File: src/rtl/led_pwm_ctrl_pkg.sv
// Shared types for the LED PWM controller: the channel mode encoding and the
// per-channel lighting decision used by the top level.
package led_pwm_ctrl_pkg;

    localparam int MODE_W = 2;

    typedef enum logic [MODE_W-1:0] {
        OFF   = 2'd0,
        ON    = 2'd1,
        PWM   = 2'd2,
        BLINK = 2'd3
    } mode_e;

    // Decide whether a channel is lit in normal (non-trap) operation.
    function automatic logic channel_lit(input mode_e mode,
                                         input logic  pwm_hit,
                                         input logic  blink_phase);
        logic lit;
        case (mode)
            OFF:     lit = 1'b0;
            ON:      lit = 1'b1;
            PWM:     lit = pwm_hit;
            BLINK:   lit = blink_phase & pwm_hit;
            default: lit = 1'b0;
        endcase
        return lit;
    endfunction

endpackage

File: src/rtl/led_pwm_ctrl_if.sv
// CPU-side register bus of the LED PWM controller, plus the trap indication
// that travels with it from the SoC.
interface led_pwm_ctrl_if #(
    parameter int CHANNELS = 5,
    parameter int PWM_BITS = 8
);
    localparam int AW = (CHANNELS > 1) ? $clog2(CHANNELS) : 1;

    logic                  wr_i;
    logic [AW-1:0]         addr_i;
    logic [PWM_BITS+1:0]   wdata_i;
    logic [PWM_BITS+1:0]   rdata_o;
    logic                  trap_i;

    modport master (
        output wr_i,
        output addr_i,
        output wdata_i,
        output trap_i,
        input  rdata_o
    );

    modport slave (
        input  wr_i,
        input  addr_i,
        input  wdata_i,
        input  trap_i,
        output rdata_o
    );

endinterface

File: src/rtl/led_prescaler.sv
// Blink prescaler: toggles phase every HALF clock cycles and pulses tick for
// one cycle on each toggle. Both outputs are registered.
module led_prescaler #(
    parameter int HALF = 4
) (
    input  logic clk_i,
    input  logic rst_i,
    output logic phase,
    output logic tick
);

    localparam int CW = (HALF > 1) ? $clog2(HALF) : 1;

    generate
        if (HALF < 1) begin : g_bad_half
            $error("led_prescaler: HALF must be at least 1");
        end
    endgenerate

    logic [CW-1:0] cnt_r;
    logic          phase_r;
    logic          tick_r;

    // Count HALF cycles, then wrap, flip the phase and emit a tick.
    always_ff @(posedge clk_i) begin
        if (rst_i) begin
            cnt_r   <= {CW{1'b0}};
            phase_r <= 1'b0;
            tick_r  <= 1'b0;
        end else if (cnt_r == CW'(HALF - 1)) begin
            cnt_r   <= {CW{1'b0}};
            phase_r <= ~phase_r;
            tick_r  <= 1'b1;
        end else begin
            cnt_r   <= cnt_r + CW'(1);
            tick_r  <= 1'b0;
        end
    end

    assign phase = phase_r;
    assign tick  = tick_r;

endmodule

File: src/rtl/led_pwm_ctrl.sv
// LED PWM controller: a small register file of {mode, duty} per channel, a
// free-running PWM counter, a blink prescaler and a trap override that makes
// every LED blink in unison. LED pins are registered with selectable polarity.
module led_pwm_ctrl
    import led_pwm_ctrl_pkg::*;
#(
    parameter int CHANNELS   = 5,
    parameter int PWM_BITS   = 8,
    parameter int MCU_FREQ   = 16_000_000,
    parameter int BLINK_HZ   = 2,
    parameter int ACTIVE_LOW = 1
) (
    input  logic                 clk_i,
    input  logic                 rst_i,
    led_pwm_ctrl_if.slave        bus,
    output logic [CHANNELS-1:0]  led_o
);

    localparam int AW   = (CHANNELS > 1) ? $clog2(CHANNELS) : 1;
    localparam int RW   = PWM_BITS + MODE_W;
    localparam int HALF = MCU_FREQ / (2 * BLINK_HZ);
    localparam logic [CHANNELS-1:0] DARK =
        (ACTIVE_LOW != 0) ? {CHANNELS{1'b1}} : {CHANNELS{1'b0}};

    generate
        if (CHANNELS < 1 || CHANNELS > 16) begin : g_bad_channels
            $error("led_pwm_ctrl: CHANNELS must be in 1..16");
        end
        if (HALF < 1) begin : g_bad_half
            $error("led_pwm_ctrl: MCU_FREQ/(2*BLINK_HZ) must be at least 1");
        end
    endgenerate

    logic [RW-1:0]        chan_r [CHANNELS];
    logic [PWM_BITS-1:0]  pwm_cnt_r;
    logic [CHANNELS-1:0]  led_r;
    logic [CHANNELS-1:0]  lit_s;
    logic [RW-1:0]        rdata_s;
    logic                 blink_phase_s;
    logic                 blink_tick_unused_s;

    // Channel register file; out-of-range addresses match no channel.
    always_ff @(posedge clk_i) begin
        if (rst_i) begin
            for (int i = 0; i < CHANNELS; i++) begin
                chan_r[i] <= {RW{1'b0}};
            end
        end else begin
            for (int i = 0; i < CHANNELS; i++) begin
                if (bus.wr_i && (bus.addr_i == AW'(i))) begin
                    chan_r[i] <= bus.wdata_i;
                end
            end
        end
    end

    // Combinational readback of the addressed channel, zero when out of range.
    always_comb begin
        rdata_s = {RW{1'b0}};
        for (int i = 0; i < CHANNELS; i++) begin
            rdata_s = (bus.addr_i == AW'(i)) ? chan_r[i] : rdata_s;
        end
    end

    assign bus.rdata_o = rdata_s;

    // Free-running PWM counter, wraps naturally at 2^PWM_BITS.
    always_ff @(posedge clk_i) begin
        if (rst_i) begin
            pwm_cnt_r <= {PWM_BITS{1'b0}};
        end else begin
            pwm_cnt_r <= pwm_cnt_r + PWM_BITS'(1);
        end
    end

    led_prescaler #(
        .HALF (HALF)
    ) u_prescaler (
        .clk_i (clk_i),
        .rst_i (rst_i),
        .phase (blink_phase_s),
        .tick  (blink_tick_unused_s)
    );

    // Per-channel lit decision; a trap overrides every mode with the blink phase.
    always_comb begin
        lit_s = {CHANNELS{1'b0}};
        for (int i = 0; i < CHANNELS; i++) begin
            if (bus.trap_i) begin
                lit_s[i] = blink_phase_s;
            end else begin
                lit_s[i] = channel_lit(mode_e'(chan_r[i][RW-1:PWM_BITS]),
                                       (pwm_cnt_r < chan_r[i][PWM_BITS-1:0]),
                                       blink_phase_s);
            end
        end
    end

    // Registered LED pins with output polarity applied; dark during reset.
    always_ff @(posedge clk_i) begin
        if (rst_i) begin
            led_r <= DARK;
        end else begin
            led_r <= lit_s ^ DARK;
        end
    end

    assign led_o = led_r;

endmodule
File: src/flat_wrapper.sv
// flat-port wrapper written by rule: the top's interface ports become plain ports
module led_pwm_ctrl_flat import led_pwm_ctrl_pkg::*;
#(
    parameter int CHANNELS   = 5,
    parameter int PWM_BITS   = 8,
    parameter int MCU_FREQ   = 16_000_000,
    parameter int BLINK_HZ   = 2,
    parameter int ACTIVE_LOW = 1
)
  (clk_i, rst_i, led_o, bus_wr_i, bus_addr_i, bus_wdata_i, bus_trap_i, bus_rdata_o);
  led_pwm_ctrl_if #(.CHANNELS(CHANNELS), .PWM_BITS(PWM_BITS)) bus_i ();
  input  logic clk_i;
  input  logic rst_i;
  output logic [CHANNELS-1:0] led_o;
  input wire logic [$bits(bus_i.wr_i)-1:0] bus_wr_i;
  input wire logic [$bits(bus_i.addr_i)-1:0] bus_addr_i;
  input wire logic [$bits(bus_i.wdata_i)-1:0] bus_wdata_i;
  input wire logic [$bits(bus_i.trap_i)-1:0] bus_trap_i;
  output wire logic [$bits(bus_i.rdata_o)-1:0] bus_rdata_o;
  assign bus_i.wr_i = bus_wr_i;
  assign bus_i.addr_i = bus_addr_i;
  assign bus_i.wdata_i = bus_wdata_i;
  assign bus_i.trap_i = bus_trap_i;
  assign bus_rdata_o = bus_i.rdata_o;
  led_pwm_ctrl #(.CHANNELS(CHANNELS), .PWM_BITS(PWM_BITS), .MCU_FREQ(MCU_FREQ), .BLINK_HZ(BLINK_HZ), .ACTIVE_LOW(ACTIVE_LOW)) u_core (.clk_i(clk_i), .rst_i(rst_i), .bus(bus_i), .led_o(led_o));
endmodule
File: config.mk
export PLATFORM = sky130hd
export DESIGN_NAME = led_pwm_ctrl_flat
export DESIGN_NICKNAME = d
export VERILOG_FILES = /design/src/rtl/led_pwm_ctrl_pkg.sv /design/src/rtl/led_pwm_ctrl_if.sv /design/src/rtl/led_prescaler.sv /design/src/rtl/led_pwm_ctrl.sv /design/src/flat_wrapper.sv
export SDC_FILE = /design/constraint.sdc
export NUM_CORES = 1
export LEC_CHECK = 0
export CORE_ASPECT_RATIO = 0.9
export CORE_MARGIN = 2
export CORE_UTILIZATION = 63
export DETAILED_ROUTE_END_ITERATION = 6
export PLACE_DENSITY = 0.9
export SETUP_SLACK_MARGIN = 0.5
export SLEW_MARGIN = 40
export SYNTH_ARGS = -nofsm -noshare
export SYNTH_HDL_FRONTEND = slang
export SYNTH_SLANG_ARGS = --single-unit
export TNS_END_PERCENT = 1
File: constraint.sdc
create_clock -name clk_i -period 3.3 [get_ports clk_i]
set_input_delay 0.825 -clock clk_i [delete_from_list [all_inputs] [get_ports clk_i]]
set_output_delay 0.825 -clock clk_i [all_outputs]
set_load 0.02 [all_outputs]
==> impl_metrics.json, run 1 <==
{
  "status": "complete, no violations",
  "power_frac_comb": 0.126,
  "drc": 0,
  "powerDensity_mw_per_mm2": 446,
  "end_kind": "primary output",
  "fin_ws_ps": 506,
  "hold_buffers": 0,
  "start_kind": "input port",
  "skew_ps": 8.60,
  "fin_area_mm2": 0.00508,
  "intPower_uw": 1690,
  "cts_made_buffers": 9,
  "finalHoldViolCount": 0,
  "clockPowerShare": 0.324,
  "fmax_ghz": 0.358,
  "die_area_mm2": 0.00775,
  "syn_area_mm2": 0.00445,
  "syn_avg_cell_area_um2": 10.9,
  "final_max_slew_viol_count": 0,
  "antenna_found_initial": 0,
  "yosys.cell_types.count": 37,
  "cellLeakagePower_uw": 0.00217,
  "synthFlopType": "edfxtp_1",
  "cts_num_sinks": 86,
  "worst_ep_required_time_ps": 2470,
  "min_path_cells": 1,
  "insertion_delay_ps": 360,
  "hpwlAfterDp_mm": 7.03,
  "ff2ff_setup_slack_ps": 1520,
  "path_class": "input port to primary output",
  "tightest_slew_ps": 540,
  "yosysWarnings": 0,
  "cts_max_level": 3,
  "io_buffers": 31,
  "min_from": "u_core.u_prescaler.cnt_r[0]",
  "grt_use_total": 0.272,
  "fin_nets": 503,
  "whs_endpoint": "u_core.u_prescaler.cnt_r[0]",
  "irDropWorstVdd_mv": 0.331,
  "pwr-share-seq": 0.550,
  "place_area_mm2": 0.00489,
  "io_pins": 32,
  "cts-root-buf": "clkbuf_8",
  "top_layer": "met4",
  "fillCellCount": 477,
  "grt_max_degree": 22,
  "grt_pass1_wl_mm": 15.9,
  "crit_start": "bus_addr_i[0]",
  "hold_ws_ps": 492,
  "ys_seq_area_frac": 0.500,
  "min_period_ps": 2790,
  "dr_wl_met3_um": 620,
  "r2r-start": "u_core.u_prescaler.cnt_r[0]",
  "timing.rr.end": "u_core.u_prescaler.cnt_r[18]",
  "fin_cells": 547,
  "route.detailed.vias_per_inst": 5.82,
  "fp-row-count": 29,
  "m1WireLength_mm": 3.89,
  "dieWidth_um": 92.5,
  "cts_tree": "done",
  "critPathSlowestCell": "mux4_2",
  "gp_congestion": 0.979,
  "via_count": 3185,
  "syn2layout_area_growth_pct": 14.4,
  "die_h_um": 83.7,
  "start_util": 0.641,
  "p_sw_uw": 580,
  "post_cts_buffers": 0,
  "final_antenna_net_count": 0,
  "fin_crit_sh": 0.847,
  "antenna_cells": 0,
  "drt_first_pass_iters": 5,
  "wl_met2_mm": 4.82,
  "hold_class": "flop to flop",
  "post-place-cells": 530,
  "grt_pass1_vias": 3169,
  "rsz0062_at_grt": "true",
  "syn_inst": 409,
  "synth_edf_count": 50,
  "syn_nets": 463,
  "cts.path.max_buffers": 2,
  "preCtsSetupSlack_ps": -232,
  "relSlewSlack": 0.640,
  "drive_above_1_share": 0.121,
  "async_flop_share": 0,
  "grt_overflow": 0,
  "ys_ff_latch": 86,
  "cp.arrival_ps": 1970,
  "crit_chain": "clkbuf_4 -> buf_12 -> mux4_2 -> inv_1 -> o21ai_0 -> buf_2",
  "swShare": 0.256,
  "cpPeakStageDelay_ps": 500,
  "wl_per_cell_um": 17.6,
  "max-cap-violations": 0,
  "critPathMaxFanout": 8,
  "drt_iter0_drc": 199,
  "worstRegToRegCells": 6,
  "wl_mm": 9.61,
  "path_clk_slew_ps": 80,
  "coreArea_mm2": 0.00693,
  "setup_violations": 0
}
layout make-up:
| type | count | area (µm²) | share of cell area |
|---|---|---|---|
| sequential | 86 | 2220 | 0.437 |
| multi-input combinational | 265 | 2000 | 0.393 |
| timing repair buffer | 40 | 374 | 0.0736 |
| inverter | 47 | 176 | 0.0347 |
| clock buffer | 10 | 128 | 0.0251 |
| tap | 93 | 116 | 0.0229 |
| clock inverter | 6 | 71.3 | 0.0140 |
layout by cell type, fill, tap and decap left out, types with 3 or more instances in the layout:
cell,synthesis,layout
a211oi_1,5,5
a21o_1,7,7
a21oi_1,10,10
a31o_2,3,3
and2_1,12,12
and3_1,3,3
buf_2,1,9
buf_4,4,5
buf_6,0,3
clkbuf_8,0,9
clkdlybuf4s50_1,0,18
dfxtp_1,36,36
edfxtp_1,50,50
ha_1,37,37
inv_1,47,47
mux4_2,10,10
nand2_1,16,16
nand2b_1,5,5
nand3_1,17,17
nand4_1,8,8
nor2_1,53,53
nor2b_1,7,7
nor3_1,6,6
o2111ai_1,5,5
o21ai_0,16,14
o22a_1,5,5
xnor2_1,6,6
xor2_1,21,21
stage by stage:
step	total power (µW)	utilization	setup TNS (ps)
finish	2270	0.734	0
global route	2350	0.734	0
CTS	2260	0.730	0
detailed placement	1560	0.705	-2140
global placement	1540	0.705	-1990
floorplan	1430	-	0
layer usage:
layer	vias to the layer above	track usage
li1	1517	-
met5	-	0
met2	128	0.455
met3	24	0.0560
met1	1516	0.344
met4	0	0.117
synthesized netlist by cell type, types with 2 or more instances:
cell / instances / share of area
a211oi_1: 5 / 0.0084
a21o_1: 7 / 0.012
a21oi_1: 10 / 0.011
a31o_2: 3 / 0.0059
and2_1: 12 / 0.017
and3_1: 3 / 0.0042
and4_1: 2 / 0.0039
buf_4: 4 / 0.0068
clkbuf_1: 6 / 0.0051
dfxtp_1: 36 / 0.16
edfxtp_1: 50 / 0.34
ha_1: 37 / 0.10
inv_1: 47 / 0.040
mux4_2: 10 / 0.051
nand2_1: 16 / 0.014
nand2b_1: 5 / 0.0070
nand3_1: 17 / 0.019
nand4_1: 8 / 0.011
nor2_1: 53 / 0.045
nor2b_1: 7 / 0.0099
nor3_1: 6 / 0.0068
nor3_4: 2 / 0.0073
o2111ai_1: 5 / 0.0099
o21ai_0: 16 / 0.018
o22a_1: 5 / 0.0099
xnor2_1: 6 / 0.012
xor2_1: 21 / 0.041
critical path, delay by kind of cell:
family	cells	cell delay, ps
mux	1	500
buf+inv	4	540
compound gates	1	90
power groups by stage:
| stage | Sequential, µW | Combinational, µW | Clock (µW) |
|---|---|---|---|
| after floorplan | 1250 | 179 | 0 |
| after global placement | 1260 | 275 | 0 |
| after detailed placement | 1270 | 287 | 0 |
| after CTS | 1240 | 281 | 740 |
| after global routing | 1250 | 313 | 785 |
| final | 1250 | 284 | 734 |
sequential cells by signal, summed over array words and instances (netlist names):
| register | cells |
|---|---|
| u_core.chan_r | 50 |
| u_core.u_prescaler.cnt_r | 22 |
| u_core.pwm_cnt_r | 8 |
| u_core.led_o | 5 |
| u_core.u_prescaler.phase | 1 |
worst max path at each step:
stage | to | cells after the start | slack [ps]
after floorplan | bus_rdata_o[5] | 5 | 500
after global routing | bus_rdata_o[3] | 6 | 460
final | bus_rdata_o[3] | 6 | 510
after detailed placement | bus_rdata_o[3] | 6 | -230
after CTS | bus_rdata_o[8] | 6 | 480
after global placement | bus_rdata_o[7] | 6 | -210
timing repair:
item,CTS,global route
endpoints found under the setup margin,10,10
cloned,1,0
resized for setup,56,8
cells by family after synthesis:
group	Yosys count	synth area share
compound gates	51	0.0751
xor+xnor	27	0.0532
buf+inv	58	0.0526
fa+ha+maj	37	0.104
flops	86	0.500
mux	10	0.0507
simple gates	140	0.164
Power figures use the tool's default switching activity.
==> inputs of run 2 (changes only) <==
CORE_UTILIZATION = 53   (was 63)
PLACE_DENSITY = 0.81   (was 0.9)
clock period = 2.4 ns   (was 3.3 ns; I/O delays follow)
==> impl_metrics.json, run 2 (synthesis results as in run 1) <==
{
  "hold_class": "flop to flop",
  "die_h_um": 90.9,
  "endpoint": "bus_rdata_o[9]",
  "fin_ws_ps": 89.3,
  "fin_nets": 508,
  "grt_pass1_vias": 3279,
  "powerDensity_mw_per_mm2": 585,
  "fin_crit_sh": 0.963,
  "status": "complete, no violations",
  "regMostFlops": "u_core.chan_r",
  "syn2layout_area_growth_pct": 18.8,
  "min_period_ps": 2310,
  "wl_per_cell_um": 18.0,
  "r2r-start": "u_core.u_prescaler.cnt_r[0]",
  "path_buf_inv": 6,
  "start_kind": "input port",
  "drive_above_1_share": 0.176,
  "hold_buffers": 0,
  "grt_pass1_wl_mm": 16.3,
  "final_antenna_net_count": 0,
  "cp.arrival_ps": 1710,
  "p_sw_uw": 843,
  "hold_ws_ps": 504,
  "ff2ff_setup_slack_ps": 560,
  "top_regs": "u_core.chan_r (50), u_core.u_prescaler.cnt_r (22), u_core.pwm_cnt_r (8)",
  "final_max_slew_viol_count": 0,
  "path_clk_slew_ps": 80,
  "path_class": "input port to primary output",
  "die_area_mm2": 0.00914,
  "cpPeakStageDelay_ps": 220,
  "worst_ep_required_time_ps": 1800,
  "start_util": 0.548,
  "cts_max_level": 3,
  "cts_tree": "done",
  "end_kind": "primary output",
  "p_total_uw": 3090,
  "antenna_cells": 0,
  "wl_mm": 10.1,
  "pwr-share-seq": 0.555,
  "tightest_slew_ps": 571,
  "cts.path.max_buffers": 2,
  "skew_ps": 7.62,
  "drt_iter0_drc": 185,
  "finish.utilization": 0.652,
  "io_buffers": 31,
  "crit_start": "bus_addr_i[0]",
  "clockPowerShare": 0.297,
  "largest_reg_flops": 50,
  "grt_use_total": 0.235,
  "cp.depth": 9,
  "fmax_ghz": 0.433,
  "dieWidth_um": 101,
  "relSlewSlack": 0.620,
  "io_pins": 32,
  "cpLargestDelayFamily": "buffers and inverters",
  "cts_made_buffers": 9,
  "route.detailed.vias_per_inst": 5.80,
  "setup_tns_ps": 0,
  "multi_input_area_mm2": 0.00208,
  "intPower_uw": 2250,
  "power_frac_comb": 0.148,
  "grt_max_degree": 22,
  "rsz0062_at_grt": "true",
  "critPathSlowestCell": "nor3b_4",
  "cellLeakagePower_uw": 0.00222,
  "gp_congestion": 0.977,
  "preCtsSetupSlack_ps": -691,
  "irDropWorstVdd_mv": 0.380,
  "cts_num_sinks": 86,
  "swShare": 0.273,
  "cpMostUsedCell": "buf_12",
  "fillCellCount": 607,
  "hpwlAfterDp_mm": 7.13,
  "mostFrequentLayoutCell": "nor2_1",
  "coreArea_mm2": 0.00811,
  "drc": 0,
  "finalHoldViolCount": 0,
  "timing.rr.end": "u_core.u_prescaler.cnt_r[12]",
  "drt_first_pass_iters": 6,
  "critPathMaxFanout": 5,
  "cts-root-buf": "clkbuf_8",
  "worstRegToRegCells": 6,
  "via_count": 3235,
  "final-seq-area_mm2": 0.00222,
  "insertion_delay_ps": 370,
  "max-cap-violations": 0,
  "crit_chain": "buf_8 -> buf_16 -> buf_6 -> nor3b_4 -> buf_12 -> buf_12 -> nand2_2 -> o21ai_2 -> buf_4",
  "setup_violations": 0,
  "fp-row-count": 31,
  "grt_overflow": 0,
  "layout_common_cells": "53 x nor2_1, 50 x edfxtp_1, 43 x inv_1",
  "antenna_found_initial": 0
}
==> run 2: metrics by stage <==
step | cell area [µm²] | instances
floorplan | 4520 | 409
global placement | 4970 | 535
detailed placement | 4970 | 535
CTS | 5260 | 558
global route | 5280 | 558
finish | 5280 | 558
==> run 2: worst reg2reg max path, delay by kind of cell, from the launching register on <==
kind | cells | cell delay [ps]
and+or+nand+nor | 5 | 1050
adders and majority gates | 1 | 270
DFF | 1 | 400
==> run 2: per-layer routing <==
| layer | track usage | up-vias | wire, µm |
|---|---|---|---|
| met5 | 0 | - | 0 |
| met4 | 0.0696 | 0 | 242 |
| met3 | 0.0588 | 26 | 604 |
| met2 | 0.401 | 107 | 5040 |
| met1 | 0.292 | 1578 | 4180 |
| li1 | - | 1524 | - |
==> run 2: final cells by class <==
type | count | area share
Clock buffer | 9 | 0.0234
Clock inverter | 7 | 0.00924
Inverter | 47 | 0.0334
Multi-Input combinational cell | 265 | 0.393
Sequential cell | 86 | 0.421
Tap cell | 99 | 0.0234
Timing Repair Buffer | 45 | 0.0964
==> run 2: timing repair <==
action | in CTS | in global routing
pin swaps | 2 | 3
gates resized for setup | 73 | 7
endpoints found under the setup margin | 80 | 46
setup buffers | 5 | 0
gates cloned | 2 | 0
==> run 2: power by group through the flow <==
stage	sequential, µW	combinational [µW]	clock [µW]
CTS	1710	449	923
finish	1710	456	918
global route	1720	497	988
detailed placement	1740	426	0
global placement	1740	413	0
floorplan	1720	271	0
==> run 2: how the worst min path moves through the flow <==
stage,start,slack (ps),cells past startpoint,to
floorplan,u_core.u_prescaler.cnt_r[0],440,1,u_core.u_prescaler.cnt_r[0]
global placement,u_core.u_prescaler.cnt_r[0],470,1,u_core.u_prescaler.cnt_r[0]
detailed placement,u_core.u_prescaler.cnt_r[0],490,1,u_core.u_prescaler.cnt_r[0]
CTS,u_core.u_prescaler.cnt_r[0],510,1,u_core.u_prescaler.cnt_r[0]
global route,u_core.pwm_cnt_r[0],550,1,u_core.pwm_cnt_r[0]
finish,u_core.u_prescaler.cnt_r[0],500,1,u_core.u_prescaler.cnt_r[0]
==> inputs of run 3 (changes only) <==
CORE_UTILIZATION = 63   (was 53)
PLACE_DENSITY = 0.9   (was 0.81)
TNS_END_PERCENT = 50   (was 1)
clock period = 2.9 ns   (was 2.4 ns; I/O delays follow)
==> impl_metrics.json, run 3 (synthesis results as in run 1) <==
{
  "cp.arrival_ps": 1730,
  "grt_max_degree": 22,
  "rsz0062_at_grt": "true",
  "start_kind": "input port",
  "worst_ep_required_time_ps": 2170,
  "fin_cells": 547,
  "critPathMaxFanout": 6,
  "syn2layout_area_growth_pct": 16.3,
  "cts_made_buffers": 9,
  "gp_congestion": 0.896,
  "route.detailed.vias_per_inst": 5.92,
  "grt_overflow": 0,
  "clockPowerShare": 0.345,
  "cts_max_level": 3,
  "cts-root-buf": "clkbuf_8",
  "grt_pass1_vias": 3457,
  "crit_chain": "buf_8 -> buf_12 -> mux4_2 -> inv_1 -> o21ai_1 -> buf_2",
  "cellLeakagePower_uw": 0.00219,
  "p_sw_uw": 680,
  "intPower_uw": 2020,
  "skew_ps": 9.03,
  "hold_buffers": 0,
  "cts.path.max_buffers": 2,
  "final_max_slew_viol_count": 0,
  "power_frac_comb": 0.130,
  "cts_num_sinks": 86,
  "coreArea_mm2": 0.00693,
  "status": "complete, no violations",
  "drt_first_pass_iters": 5,
  "grt_pass1_wl_mm": 16.5,
  "insertion_delay_ps": 370,
  "drive_above_1_share": 0.154,
  "top_regs": "u_core.chan_r (50), u_core.u_prescaler.cnt_r (22), u_core.pwm_cnt_r (8)",
  "hold_class": "flop to flop",
  "wl_per_cell_um": 18.4,
  "irDropWorstVdd_mv": 0.398,
  "critPathSlowestCell": "mux4_2",
  "mostFrequentLayoutCell": "nor2_1",
  "via_count": 3238,
  "max-cap-violations": 0,
  "dieWidth_um": 92.5,
  "path_class": "input port to primary output",
  "tightest_slew_ps": 492,
  "pwr-share-seq": 0.525,
  "wl_mm": 10.0,
  "min_period_ps": 2460,
  "cts_tree": "done",
  "antenna_cells": 0,
  "swShare": 0.252,
  "io_pins": 32,
  "start_util": 0.641,
  "powerDensity_mw_per_mm2": 522,
  "regMostFlops": "u_core.chan_r",
  "finalHoldViolCount": 0,
  "fmax_ghz": 0.407,
  "grt_use_total": 0.281,
  "finish.utilization": 0.746,
  "cpPeakStageDelay_ps": 490,
  "io_buffers": 31,
  "drt_iter0_drc": 229,
  "hpwlAfterDp_mm": 7.18,
  "drc": 0,
  "final_antenna_net_count": 0,
  "antenna_found_initial": 0,
  "die_h_um": 83.7,
  "path_clk_slew_ps": 80,
  "fin_nets": 503,
  "place_area_mm2": 0.00490,
  "post-place-cells": 529,
  "die_area_mm2": 0.00775,
  "end_kind": "primary output",
  "fp-row-count": 29,
  "fin_crit_sh": 0.848,
  "layout_common_cells": "53 x nor2_1, 50 x edfxtp_1, 40 x inv_1",
  "fin_area_mm2": 0.00517,
  "relSlewSlack": 0.672,
  "largest_reg_flops": 50,
  "setup_violations": 0
}
[run 3: cell types whose count changed in the layout (fill, tap and decap cells not counted), moves of 2 or more]
cell        before  now
nand2_1          7   16
nand2_2          9    0
buf_4           11    3
buf_2            0    5
clkinv_4         0    4
o21ai_4          4    0
buf_12           4    1
clkinvlp_4       3    0
inv_1           43   40
inv_2            4    7
o21ai_2          4    7
buf_6            7    9
bufinv_16        0    2
inv_6            2    0
[run 3: final timing paths]
check / start / end / slack, ps / depth (start not counted)
setup / recovery: bus_addr_i[0] / bus_rdata_o[2] / 440 / 6
hold / removal: u_core.u_prescaler.cnt_r[0] / u_core.u_prescaler.cnt_r[0] / 510 / 1
setup reg to reg: u_core.pwm_cnt_r[5] / u_core.led_o[3] / 1080 / 6
hold reg to reg: u_core.u_prescaler.cnt_r[0] / u_core.u_prescaler.cnt_r[0] / 510 / 1
[run 3: layout make-up]
cell class	count	area, µm²
Sequential cell	86	2220
Multi-Input combinational cell	265	2020
Inverter	47	176
Timing Repair Buffer	40	412
Fill cell	451	1760
Tap cell	93	116
Clock inverter	7	98.8
Clock buffer	9	124
[run 3: what timing repair did]
item / CTS / global route
buffers inserted: 1 / 0
cloned: 1 / 0
gates resized for setup: 69 / 14
pin swaps: 2 / 3
endpoints found under the setup margin: 10 / 10
[run 3: routing by layer]
metal,track usage,share of wire,wire (µm),up-vias
li1,-,-,-,1518
met1,0.327,0.40,3970,1552
met2,0.484,0.50,5040,133
met3,0.0659,0.068,681,35
met4,0.142,0.035,353,0
met5,0,0,0,-
[run 3: power groups by stage]
stage | Combinational, µW | Sequential, µW | Clock, µW
finish | 352 | 1420 | 930
global route | 382 | 1420 | 987
CTS | 338 | 1410 | 943
detailed placement | 337 | 1440 | 0
global placement | 320 | 1440 | 0
floorplan | 211 | 1430 | 0
[run 3: critical path, delay by kind of cell]
family                 cells  cell delay (ps)
AO/OA/AOI/OAI              1               60
multiplexers               1              490
buffers and inverters      4              450
[run 3: stage by stage]
stage / TNS [ps] / power, µW / hold slack [ps] / worst slack [ps]
final: 0 / 2700 / 506 / 441
after global routing: 0 / 2790 / 537 / 415
after CTS: 0 / 2690 / 512 / 427
after detailed placement: -4480 / 1780 / 491 / -475
after global placement: -4030 / 1760 / 465 / -422
after floorplan: 0 / 1640 / 441 / 473
